==> config.mk <==
export PLATFORM = sky130hd
export DESIGN_NAME = vga_text_raster
export DESIGN_NICKNAME = d
export VERILOG_FILES = /design/src/rtl/vga_text_raster.sv
export SDC_FILE = /design/constraint.sdc
export NUM_CORES = 1
export LEC_CHECK = 0
export CAP_MARGIN = 20
export CORE_MARGIN = 3
export CORE_UTILIZATION = 38
export DETAILED_ROUTE_END_ITERATION = 10
export HOLD_SLACK_MARGIN = 0.06
export PLACE_DENSITY = 0.67
export SYNTH_ARGS = -nofsm -noshare
export SYNTH_HDL_FRONTEND = slang
export SYNTH_SLANG_ARGS = --single-unit
==> constraint.sdc <==
create_clock -name clk -period 2.9 [get_ports clk]
set_clock_uncertainty 0.1 [all_clocks]
set_input_delay 0.29 -clock clk [delete_from_list [all_inputs] [get_ports clk]]
set_output_delay 0.29 -clock clk [all_outputs]
set_load 0.005 [all_outputs]
==> src/rtl/vga_text_raster.sv <==
// Text-mode VGA raster timing and character-cell address generator with hardware cursor.
// Define VGA_CURSOR_BLINK_EN to build the blink counter; otherwise the cursor is solid.
module vga_text_raster #(
  parameter int H_ACTIVE     = 640,
  parameter int H_FP         = 16,
  parameter int H_SYNC       = 96,
  parameter int H_BP         = 48,
  parameter int V_ACTIVE     = 480,
  parameter int V_FP         = 10,
  parameter int V_SYNC       = 2,
  parameter int V_BP         = 33,
  parameter int COLS         = 80,
  parameter int ROWS         = 25,
  parameter int CELL_W       = 8,
  parameter int CELL_H       = 16,
  parameter int V_BORDER     = 40,
  parameter int PIPE_DEPTH   = 2,
  parameter int BLINK_FRAMES = 16,
  parameter bit SYNC_POL     = 1'b0,
  localparam int AW = $clog2(COLS * ROWS),
  localparam int RW = $clog2(CELL_H),
  localparam int CW = $clog2(CELL_W)
) (
  input  logic          clk,
  input  logic          reset,
  input  logic          cursor_enabled,
  input  logic [AW-1:0] cursor_pos,
  input  logic [RW-1:0] cursor_scan_start,
  input  logic [RW-1:0] cursor_scan_end,
  output logic [AW-1:0] fb_address,
  output logic [RW-1:0] glyph_row,
  output logic [CW-1:0] glyph_col,
  output logic          hsync,
  output logic          vsync,
  output logic          is_blank,
  output logic          render_cursor,
  output logic          frame_start,
  output logic          blink_phase
);

  localparam int H_TOTAL = H_ACTIVE + H_FP + H_SYNC + H_BP;
  localparam int V_TOTAL = V_ACTIVE + V_FP + V_SYNC + V_BP;
  localparam int HW = $clog2(H_TOTAL + 1);
  localparam int VW = $clog2(V_TOTAL + 1);
  localparam int TEXT_H_END = (COLS * CELL_W < H_ACTIVE) ? COLS * CELL_W : H_ACTIVE;
  localparam int TEXT_V_END = (V_BORDER + ROWS * CELL_H < V_ACTIVE) ? V_BORDER + ROWS * CELL_H : V_ACTIVE;

  localparam logic [HW-1:0] H_LAST     = HW'(H_TOTAL - 1);
  localparam logic [VW-1:0] V_LAST     = VW'(V_TOTAL - 1);
  localparam logic [HW-1:0] HS_START   = HW'(H_ACTIVE + H_FP);
  localparam logic [HW-1:0] HS_END     = HW'(H_ACTIVE + H_FP + H_SYNC);
  localparam logic [VW-1:0] VS_START   = VW'(V_ACTIVE + V_FP);
  localparam logic [VW-1:0] VS_END     = VW'(V_ACTIVE + V_FP + V_SYNC);
  localparam logic [HW-1:0] TEXT_H_LIM = HW'(TEXT_H_END);
  localparam logic [VW-1:0] TEXT_V_LIM = VW'(TEXT_V_END);
  localparam logic [VW-1:0] BORDER_TOP = VW'(V_BORDER);
  localparam logic [CW-1:0] COL_LAST   = CW'(CELL_W - 1);
  localparam logic [RW-1:0] ROW_LAST   = RW'(CELL_H - 1);
  localparam logic [AW-1:0] ROW_STEP   = AW'(COLS);
  localparam logic [AW:0]   CELL_COUNT = (AW + 1)'(COLS * ROWS);

  logic [HW-1:0] h_cnt;
  logic [VW-1:0] v_cnt;
  logic [VW-1:0] v_next;
  logic [CW-1:0] col_cnt;
  logic [RW-1:0] row_cnt;
  logic [AW-1:0] col_addr;
  logic [AW-1:0] row_base;
  logic          line_end;
  logic          v_text;
  logic          in_text;
  logic          hit;
  logic          show_cursor;
  logic          hs_now;
  logic          vs_now;

  logic [PIPE_DEPTH:0] hs_pipe;
  logic [PIPE_DEPTH:0] vs_pipe;
  logic [PIPE_DEPTH:0] blank_pipe;
  logic [PIPE_DEPTH:0] cursor_pipe;

  always_comb begin
    line_end = (h_cnt == H_LAST);
    v_next   = (v_cnt == V_LAST) ? '0 : v_cnt + 1'b1;
    v_text   = (v_cnt >= BORDER_TOP) && (v_cnt < TEXT_V_LIM);
    in_text  = v_text && (h_cnt < TEXT_H_LIM);
    hs_now   = (h_cnt >= HS_START && h_cnt < HS_END) ? SYNC_POL : ~SYNC_POL;
    vs_now   = (v_cnt >= VS_START && v_cnt < VS_END) ? SYNC_POL : ~SYNC_POL;
    hit      = cursor_enabled && in_text && (col_addr == cursor_pos) &&
               ({1'b0, cursor_pos} < CELL_COUNT) &&
               (row_cnt >= cursor_scan_start) && (row_cnt <= cursor_scan_end);
  end

  // Cell tracking follows the counters incrementally; col_addr may run past the text
  // area within a line, which is harmless because it is masked and reloaded at line end.
  always_ff @(posedge clk) begin
    if (!reset) begin
      h_cnt    <= '0;
      v_cnt    <= '0;
      col_cnt  <= '0;
      row_cnt  <= '0;
      col_addr <= '0;
      row_base <= '0;
    end else if (line_end) begin
      h_cnt   <= '0;
      v_cnt   <= v_next;
      col_cnt <= '0;
      if (v_next == BORDER_TOP) begin
        row_base <= '0;
        row_cnt  <= '0;
        col_addr <= '0;
      end else if (v_text && row_cnt == ROW_LAST) begin
        row_cnt  <= '0;
        row_base <= row_base + ROW_STEP;
        col_addr <= row_base + ROW_STEP;
      end else begin
        if (v_text) row_cnt <= row_cnt + 1'b1;
        col_addr <= row_base;
      end
    end else begin
      h_cnt <= h_cnt + 1'b1;
      if (col_cnt == COL_LAST) begin
        col_cnt  <= '0;
        col_addr <= col_addr + 1'b1;
      end else begin
        col_cnt <= col_cnt + 1'b1;
      end
    end
  end

`ifdef VGA_CURSOR_BLINK_EN
  localparam int BW = (BLINK_FRAMES > 1) ? $clog2(BLINK_FRAMES) : 1;
  localparam logic [BW-1:0] BLINK_LAST = BW'(BLINK_FRAMES - 1);
  logic [BW-1:0] blink_cnt;
  logic          frame_end;

  assign frame_end   = line_end && (v_cnt == V_LAST);
  assign show_cursor = hit && !blink_phase;

  // Advancing at the frame boundary gives the frame right after reset a full half-period.
  always_ff @(posedge clk) begin
    if (!reset) begin
      blink_cnt   <= '0;
      blink_phase <= 1'b0;
    end else if (frame_end) begin
      if (blink_cnt == BLINK_LAST) begin
        blink_cnt   <= '0;
        blink_phase <= ~blink_phase;
      end else begin
        blink_cnt <= blink_cnt + 1'b1;
      end
    end
  end
`else
  assign show_cursor = hit;
  assign blink_phase = 1'b0;
`endif

  always_ff @(posedge clk) begin
    if (!reset) begin
      fb_address  <= '0;
      glyph_row   <= '0;
      glyph_col   <= '0;
      frame_start <= 1'b0;
      hs_pipe     <= {(PIPE_DEPTH + 1){~SYNC_POL}};
      vs_pipe     <= {(PIPE_DEPTH + 1){~SYNC_POL}};
      blank_pipe  <= '1;
      cursor_pipe <= '0;
    end else begin
      fb_address     <= in_text ? col_addr : '0;
      glyph_row      <= in_text ? row_cnt : '0;
      glyph_col      <= in_text ? col_cnt : '0;
      frame_start    <= (h_cnt == '0) && (v_cnt == '0);
      hs_pipe[0]     <= hs_now;
      vs_pipe[0]     <= vs_now;
      blank_pipe[0]  <= !in_text;
      cursor_pipe[0] <= show_cursor;
      for (int i = 1; i <= PIPE_DEPTH; i++) begin
        hs_pipe[i]     <= hs_pipe[i-1];
        vs_pipe[i]     <= vs_pipe[i-1];
        blank_pipe[i]  <= blank_pipe[i-1];
        cursor_pipe[i] <= cursor_pipe[i-1];
      end
    end
  end

  assign hsync         = hs_pipe[PIPE_DEPTH];
  assign vsync         = vs_pipe[PIPE_DEPTH];
  assign is_blank      = blank_pipe[PIPE_DEPTH];
  assign render_cursor = cursor_pipe[PIPE_DEPTH];

endmodule
== After elaboration in Yosys (flattened, before gate mapping) ==
Index checks and enable logic that the tools add are counted.

* Add/sub/neg operators: 6
* $mul: 0
* Div/mod/pow operators: 0
* Order comparisons: 10
* Eq/ne operators: 6
* Shift-type cells: 0
* Muxes and demuxes: 10
* Bitwise gates (word level): 1
* Reduce and logical (&&, ||, !) cells: 20

{| class="wikitable"
|+ Operator list
! cell !! number
|-
| two-way mux 11 bit || 4
|-
| adder 10 x 1 -> 10 bit, second input constant || 2
|-
| equality test 10 bit, second input constant || 2
|-
| logical NOT 10 bit || 2
|-
| less-than comparator 10 bit, second input constant || 2
|-
| less-than comparator 10 x 9 -> 1 bit, second input constant || 2
|-
| two-way mux 4 bit || 3
|-
| adder 11 x 1 -> 11 bit, second input constant || 1
|-
| adder 11 x 7 -> 11 bit, second input constant || 1
|-
| equality test 11 bit || 1
|-
| logical AND 1 bit || 11
|-
| less-than comparator 11 bit, second input constant || 1
|-
| equality test 10 x 6 -> 1 bit, second input constant || 1
|-
| >= comparator 10 bit, second input constant || 1
|-
| >= comparator 10 x 6 -> 1 bit, second input constant || 1
|-
| >= comparator 10 x 9 -> 1 bit, second input constant || 1
|-
| two-way mux 10 bit || 1
|-
| adder 4 x 1 -> 4 bit, second input constant || 1
|-
| equality test 4 bit, second input constant || 1
|-
| >= comparator 4 bit || 1
|-
| <= comparator 4 bit || 1
|-
| AND reduction 2 bit || 2
|-
| adder 3 x 1 -> 3 bit, second input constant || 1
|-
| equality test 3 bit, second input constant || 1
|-
| 7 further kinds || 8
|}

* Bits in registers: 80
* Latch bits: 0
* Memory bits (writable): 0
* ROM bits: 0
* Input bits: 22
* Output and inout bits: 24
* Memories kept: 0

== Longest topological paths before layout ==
Gate-level depths: netlist of run 1.

* Word-level depth: 8
* Mapped depth: 10
* Mapped depth without buffers: 8

== Least setup slack after synthesis of run 1 ==
No wires, ideal clock.

* Kind: register to register
* Start: register v_cnt[0]
* End: register row_base[10]
* Library setup time: 0.115 ns
* Arrival time: 2.177 ns
* Path slack: 0.508 ns
* Cell stages (with the launch flop): 11
* Buffers on the path: 2
* Clock period less this slack: 2.392 ns
* Cells stage by stage: dfxtp_1 -> clkbuf_1 -> inv_1 -> ha_1 -> nor4bb_1 -> o311ai_0 -> a211oi_1 -> nand4_1 -> o21ai_2 -> buf_4 -> nor2_1

* Cells in the longest elaborated chain, start to end: 5
* Elaborated cells on any way between the ends: 10

{| class="wikitable"
|+ Ends and longest elaborated chain
! what !! RTL line !! text
|-
| start: declaration || 63 || <nowiki>logic [VW-1:0] v_cnt;</nowiki>
|-
| start signal: assignment || 106 || <nowiki>v_cnt <= v_next;</nowiki>
|-
| branches (longest 4 deep; another with adder 10 x 1 -> 10 bit) || -- ||
|-
| two-way mux 11 bit (*) || -- ||
|-
| end signal: assignment || 114 || <nowiki>row_base <= row_base + ROW_STEP;</nowiki>
|-
| end: declaration || 68 || <nowiki>logic [AW-1:0] row_base;</nowiki>
|}

Mark *: on every way between the ends.
A chain may end at the register's enable or synchronous reset.

== Worst setup path in the final report of run 1 ==
* Start: register v_cnt[1]
* End: register col_addr[1]

* Cells in the longest elaborated chain, start to end: 6
* Elaborated cells on any way between the ends: 11

{| class="wikitable"
|+ Ends and longest elaborated chain
! what !! RTL line !! text
|-
| branches (longest 4 deep; another with adder 10 x 1 -> 10 bit) || -- ||
|-
| two-way mux 11 bit (*) || 108 || <nowiki>if (v_next == BORDER_TOP) begin</nowiki>
|-
| two-way mux 11 bit (*) || 104 || <nowiki>end else if (line_end) begin</nowiki>
|-
| end signal: assignment || 115 || <nowiki>col_addr <= row_base + ROW_STEP;</nowiki>
|-
| end signal: assignment || 118 || <nowiki>col_addr <= row_base;</nowiki>
|-
| end signal: assignment || 124 || <nowiki>col_addr <= col_addr + 1'b1;</nowiki>
|-
| end: declaration || 67 || <nowiki>logic [AW-1:0] col_addr;</nowiki>
|}

Marked as above.

==> results.toml, run 1 <==
[setup_path]
end_kind = "flop"
crit_path_cell_trace = "ha_1, nand3_1, nor3_1, xnor2_1, nand4_1, o21ai_2, buf_4, a211oi_1"
reg2reg_slack_ps = 430
crit_required_ps = 3010
path_delay_family = "simple AND/OR/NAND/NOR gates"
crit_path_max_fanout = 18
crit_arrival_ps = 2580
cp_slowest_cell = "dfxtp_1"
critPathKind = "flop to flop"
cpPeakStageDelay_ps = 510
path_buf_inv = 1
start_kind = "flop"

[logic_synthesis]
ys_async_sr_fraction = 0
ys_seq_area_frac = 0.427
yosysWarnings = 0
syn-cell-area_sq_um = 3750
synthesis.nets = 462
synth_xor_area_frac = 0.0981
synth-edff-count = 0
ys_ff_latch = 80
synth_ff_type = "dfxtp_1"
yosys.area_share.simple = 0.261
synthMuxAreaShare = 0.00801
avgSynthCellArea_sq_um = 8.86
syn-instance-count = 423
synth_compound_area_frac = 0.0968
synth.distinct_cells = 50
synth_top_family_by_area = "simple AND/OR/NAND/NOR gates"
synth_fa_ha_area_frac = 0.0567

[clock_network]
clk_latency_ps = 350
cts_buffers = 9
post_cts_buffers = 0
clock-sinks = 80
postCtsHoldBufs = 0
cts_max_path_buffers = 2
postCtsResizedCells = 0
cts_root_buf = "clkbuf_8"
clk_pin_slew_ps = 80
cts_tree = "built"
htree_levels = 3

[timing]
max_clock_freq_ghz = 0.405
finalHoldViolations = 0
setup_viol = 0
fin_crit_ps = 2470
worst_pin_slew_ps = 588
rsz0062_at_grt = "no"
setup_tns_ps = 0
fin_crit_sh = 0.852
maxSlewHeadroom = 0.608
drv_slew = 0

[global_routing]
grt_pass1_wl_mm = 13.2
grt_pass1_vias = 2854
overflow = 0
antenna_found_initial = 0
track_usage = 0.142
grt_max_degree = 30

[routing]
vias = 2980
dr.pass1.iters = 4
routed_wl_mm = 7.71
detail-route-antenna-nets = 0
avgViaCountPerCell = 5.00
drtIter0Drc = 166
drc = 0
avgRoutedWirePerCell_microns = 12.9

[final_layout]
stdcell_count = 596
syn2layout_area_growth_pct = 20.2
layout-drive-gt1-share = 0.0642
insertedDiodeCount = 0
fin_nets = 501
finalInstanceArea_sq_um = 4510

[run_status]
status = "completed"

[min_path]
hold_path_class = "flop to flop"

[floorplan]
rows = 35
top_level_ports = 46
dieWidth_microns = 105
dieHeight_microns = 105
placeableCoreArea_sq_um = 9420
dieArea_sq_um = 11100
start_util = 0.398

[job]
drv_cap = 0

[pwr]
leakage_nw = 1.72
clkPwrFrac = 0.434
p_per_area_nw_per_um2 = 470
pwr-share-seq = 0.525
cellInternalPower_mw = 1.65
power.share.switching = 0.222
switching_power_mw = 0.470
comb_power_share = 0.041
ir_drop_mv = 0.232
fin_total_pwr_mw = 2.12

[placed_design]
gp_congestion = 0.877
placed_area_sq_um = 4280
dp_cells = 580
placement.io_buffers = 44
dp_hpwl_mm = 5.59
cell families (layout without fill, tap and decap cells):
logic type,after synthesis,after routing
AND/OR/NAND/NOR,182,182
multiplexers,3,3
other,1,1
adder cells (fa/ha/maj),17,17
flip-flops,80,80
AO/OA/AOI/OAI,56,56
XOR/XNOR,42,42
buffers and inverters,42,86
placed cells by master (no fill, tap or decap), types with 3 or more instances in the layout:
cell / instances
a211oi_1: 5
a21boi_0: 4
a21oi_1: 9
a31oi_1: 3
and2_1: 25
and3_1: 5
buf_4: 7
clkbuf_8: 9
clkdlybuf4s50_1: 44
dfxtp_1: 80
ha_1: 17
inv_1: 19
inv_6: 3
mux2i_1: 3
nand2_1: 29
nand2b_1: 8
nand3_1: 22
nand4_1: 7
nor2_1: 38
nor2b_1: 4
nor3_1: 17
nor3b_1: 3
nor4_1: 7
nor4b_1: 3
o21ai_0: 15
o22ai_1: 6
or3_1: 6
xnor2_1: 18
xor2_1: 24
area by class of cell:
| class | instances | area (sq um) |
|---|---|---|
| clock inverters | 7 | 101 |
| fillers | 915 | 4910 |
| repair buffers | 51 | 493 |
| flip-flops and latches | 80 | 1600 |
| clock buffers | 9 | 124 |
| inverters | 19 | 71.3 |
| multi-input cells | 301 | 1950 |
| well taps | 129 | 161 |
per-layer routing:
metal / share of wire / GRT usage / vias up
li1: - / - / 1537
met5: 0 / 0 / -
met3: 0.036 / 0.0257 / 8
met1: 0.47 / 0.180 / 1382
met4: 0.012 / 0.0637 / 0
met2: 0.48 / 0.235 / 53
worst register-to-register path, cell delays in order, from the launching register on:
cell and delay (ps):
dfxtp_1 510, ha_1 330, nand3_1 200, nor3_1 390
xnor2_1 160, nand4_1 180, o21ai_2 160, buf_4 240
a211oi_1 60
registers in the layout, summed over array words and instances, names as in the netlist:
register,cells
row_cnt,4
frame_start,1
v_cnt,10
hs_pipe,3
col_addr,11
glyph_col,3
blank_pipe,3
glyph_row,4
cursor_pipe,3
fb_address,11
row_base,11
h_cnt,10
col_cnt,3
vs_pipe,3
power by group through the flow:
stage | clock (mW) | sequential [mW] | combinational [mW]
3_3_place_gp | 0 | 1.14 | 0.0851
4_1_cts | 0.949 | 1.11 | 0.0881
2_1_floorplan | 0 | 1.14 | 0.0431
3_5_place_dp | 0 | 1.14 | 0.0871
5_1_grt | 0.988 | 1.11 | 0.0976
6_report | 0.920 | 1.11 | 0.0870
per-stage QoR:
stage	worst slack, ps	util	hold slack, ps
global route	184	0.479	335
global placement	513	0.455	290
finish	429	0.479	311
CTS	402	0.479	314
floorplan	508	-	286
detailed placement	440	0.455	293
path summary, 6_finish.rpt:
check              from           to  cells past startpoint
min          vs_pipe[1]   vs_pipe[2]                      1
min reg2reg  vs_pipe[1]   vs_pipe[2]                      1
max            v_cnt[1]  col_addr[1]                      8
max reg2reg    v_cnt[1]  col_addr[1]                      8
synthesized netlist by cell type (all sizes together) (5+ instances only):
library cell,number,share of area
xnor2,18,0.042
o21ai,16,0.022
a211oi,5,0.010
ha,17,0.057
nor4,7,0.012
and2,25,0.042
nand2,29,0.029
and3,6,0.011
inv,19,0.019
dfxtp,80,0.43
nor3,17,0.023
clkbuf,13,0.013
nand4,7,0.012
nand3,22,0.029
o22ai,6,0.010
nor2,38,0.038
xor2,24,0.056
buf,10,0.020
nand2b,8,0.013
or3,7,0.013
a21oi,9,0.012
Power figures use the tool's default switching activity.
==> run 2, diff against run 1 <==
Settings changed: SKIP_CTS_REPAIR_TIMING from default to 1.
==> results of run 2 <==
Same layout as run 1: the final DEF is identical, and so are final timing and power.
==> run 3, diff against run 2 <==
Clock period 2.9 ns to 3.2 ns, I/O delays scaled along.
==> run 3 against run 2 <==
Compared with the run above: clock-buffer cell count did not move; via count fell by 0.30%; design area fell by 0.86%; clock power fell by 20%; final cell count fell by 0.34%; sequential power fell by 9%; critical path depth rose by 1; utilization fell by 0.41 points; register-to-register slack improved by 60 ps; maximum frequency fell by 8.9%; die area did not move; critical endpoint unchanged; highest routed layer unchanged.
==> results.toml, run 3 (same netlist as run 1, synthesis figures left out) <==
[clock_network]
clock-sinks = 80
cts_root_buf = "clkbuf_8"
clk_pin_slew_ps = 90
htree_levels = 3
cts_buffers = 9
cts_tree = "built"
cts_max_path_buffers = 2
clk_latency_ps = 350

[final_layout]
insertedDiodeCount = 0
layout_commonest_cell = "dfxtp_1"
layout_common_cells = "dfxtp_1 (80), clkdlybuf4s50_1 (44), nor2_1 (38)"
fin_nets = 499
layout-drive-gt1-share = 0.0602
reg_top3 = "col_addr (11), fb_address (11), row_base (11)"
syn2layout_area_growth_pct = 19.2

[timing]
setup_tns_ps = 0
rsz0062_at_grt = "no"
max_clock_freq_ghz = 0.369
drv_slew = 0
setup_viol = 0
worst_pin_slew_ps = 624
fin_crit_ps = 2710
fin_ws_ps = 489
finalHoldViolations = 0
maxSlewHeadroom = 0.584
fin_crit_sh = 0.847

[setup_path]
regToRegStartpoint = "v_cnt[0]"
path_buf_inv = 2
cp_slowest_cell = "dfxtp_1"
reg2reg_slack_ps = 490
crit_arrival_ps = 2810
crit_path_max_fanout = 10
crit_path_cell_trace = "inv_1, ha_1, nor4bb_1, o311ai_0, a211oi_1, nand4_1, o21ai_2, buf_4, a211oi_1"
cp.depth = 9
crit_top_cell = "a211oi_1"
r2r_end = "col_addr[1]"
worstRegToRegCells = 9
crit_required_ps = 3300
cpPeakStageDelay_ps = 500
path_delay_family = "compound AO/OA/AOI/OAI gates"
end_kind = "flop"
start_kind = "flop"
critPathKind = "flop to flop"

[placed_design]
placement.io_buffers = 44
gp_congestion = 0.889
place_ws_ps = 515
dp_hpwl_mm = 5.37

[run_status]
status = "completed"

[routing]
drc = 0
drtIter0Drc = 260
routed_wl_mm = 7.35
detail-route-antenna-nets = 0
dr.pass1.iters = 4
avgViaCountPerCell = 5.00
vias = 2971
avgRoutedWirePerCell_microns = 12.4

[global_routing]
grt_pass1_wl_mm = 12.5
track_usage = 0.137
grt_max_degree = 25
grt_pass1_vias = 2770
overflow = 0
antenna_found_initial = 0

[floorplan]
dieWidth_microns = 105
start_util = 0.398
top_level_ports = 46
rows = 35
dieArea_sq_um = 11100
dieHeight_microns = 105
placeableCoreArea_sq_um = 9420

[pwr]
switching_power_mw = 0.409
cellInternalPower_mw = 1.41
ir_drop_mv = 0.159
leakage_nw = 1.70
power.share.switching = 0.224
comb_power_share = 0.043
p_per_area_nw_per_um2 = 408
clkPwrFrac = 0.405
pwr-share-seq = 0.553

[min_path]
hold_end = "vs_pipe[1]"
hold_path_class = "flop to flop"
holdPathStages = 1
hold_path.startpoint = "vs_pipe[0]"

[job]
drv_cap = 0
run 3: stage by stage:
step                utilization  cell area (sq um)  instances  power [mW]  hold WS, ps
CTS                       0.475               4470        594        1.85          313
detailed placement        0.453               4270        578        1.11          293
floorplan                     -               3750        423        1.07          286
finish                    0.475               4470        594        1.82          309
global route              0.475               4470        594        1.91          340
global placement          0.453               4270        578        1.11          291
run 3: worst max-delay path by stage:
stage | start | endpoint | slack [ps]
6_report | v_cnt[0] | col_addr[1] | 490
3_5_place_dp | v_cnt[0] | col_addr[1] | 520
4_1_cts | v_cnt[0] | col_addr[1] | 500
2_1_floorplan | v_cnt[0] | row_base[10] | 810
3_3_place_gp | v_cnt[0] | col_addr[1] | 610
5_1_grt | v_cnt[0] | col_addr[1] | 200
run 3: layer usage:
metal  vias to the layer above  global-route usage  part of all wire
li1                       1522                   -                 -
met1                      1364               0.177              0.47
met2                        72               0.217              0.46
met3                        13              0.0331             0.051
met4                         0              0.0600             0.019
met5                         -                   0                 0
run 3: final cells by class:
| type | count | area, sq um |
|---|---|---|
| fillers | 915 | 4950 |
| multi-input cells | 301 | 1950 |
| flip-flops and latches | 80 | 1600 |
| repair buffers | 49 | 478 |
| well taps | 129 | 161 |
| clock buffers | 9 | 124 |
| clock inverters | 7 | 77.6 |
| inverters | 19 | 71.3 |
run 3: worst register-to-register path: stages, from the launching register on:
cell and delay [ps]:
dfxtp_1 500, inv_1 90, ha_1 320, nor4bb_1 260, o311ai_0 170, a211oi_1 260, nand4_1 180, o21ai_2 390
buf_4 250, a211oi_1 60
run 3: power groups by stage:
stage	Sequential [mW]	Clock, mW	Combinational [mW]
global route	1.01	0.811	0.0883
detailed placement	1.03	0	0.0786
CTS	1.01	0.763	0.0793
global placement	1.03	0	0.0775
floorplan	1.03	0	0.0391
finish	1.01	0.738	0.0782
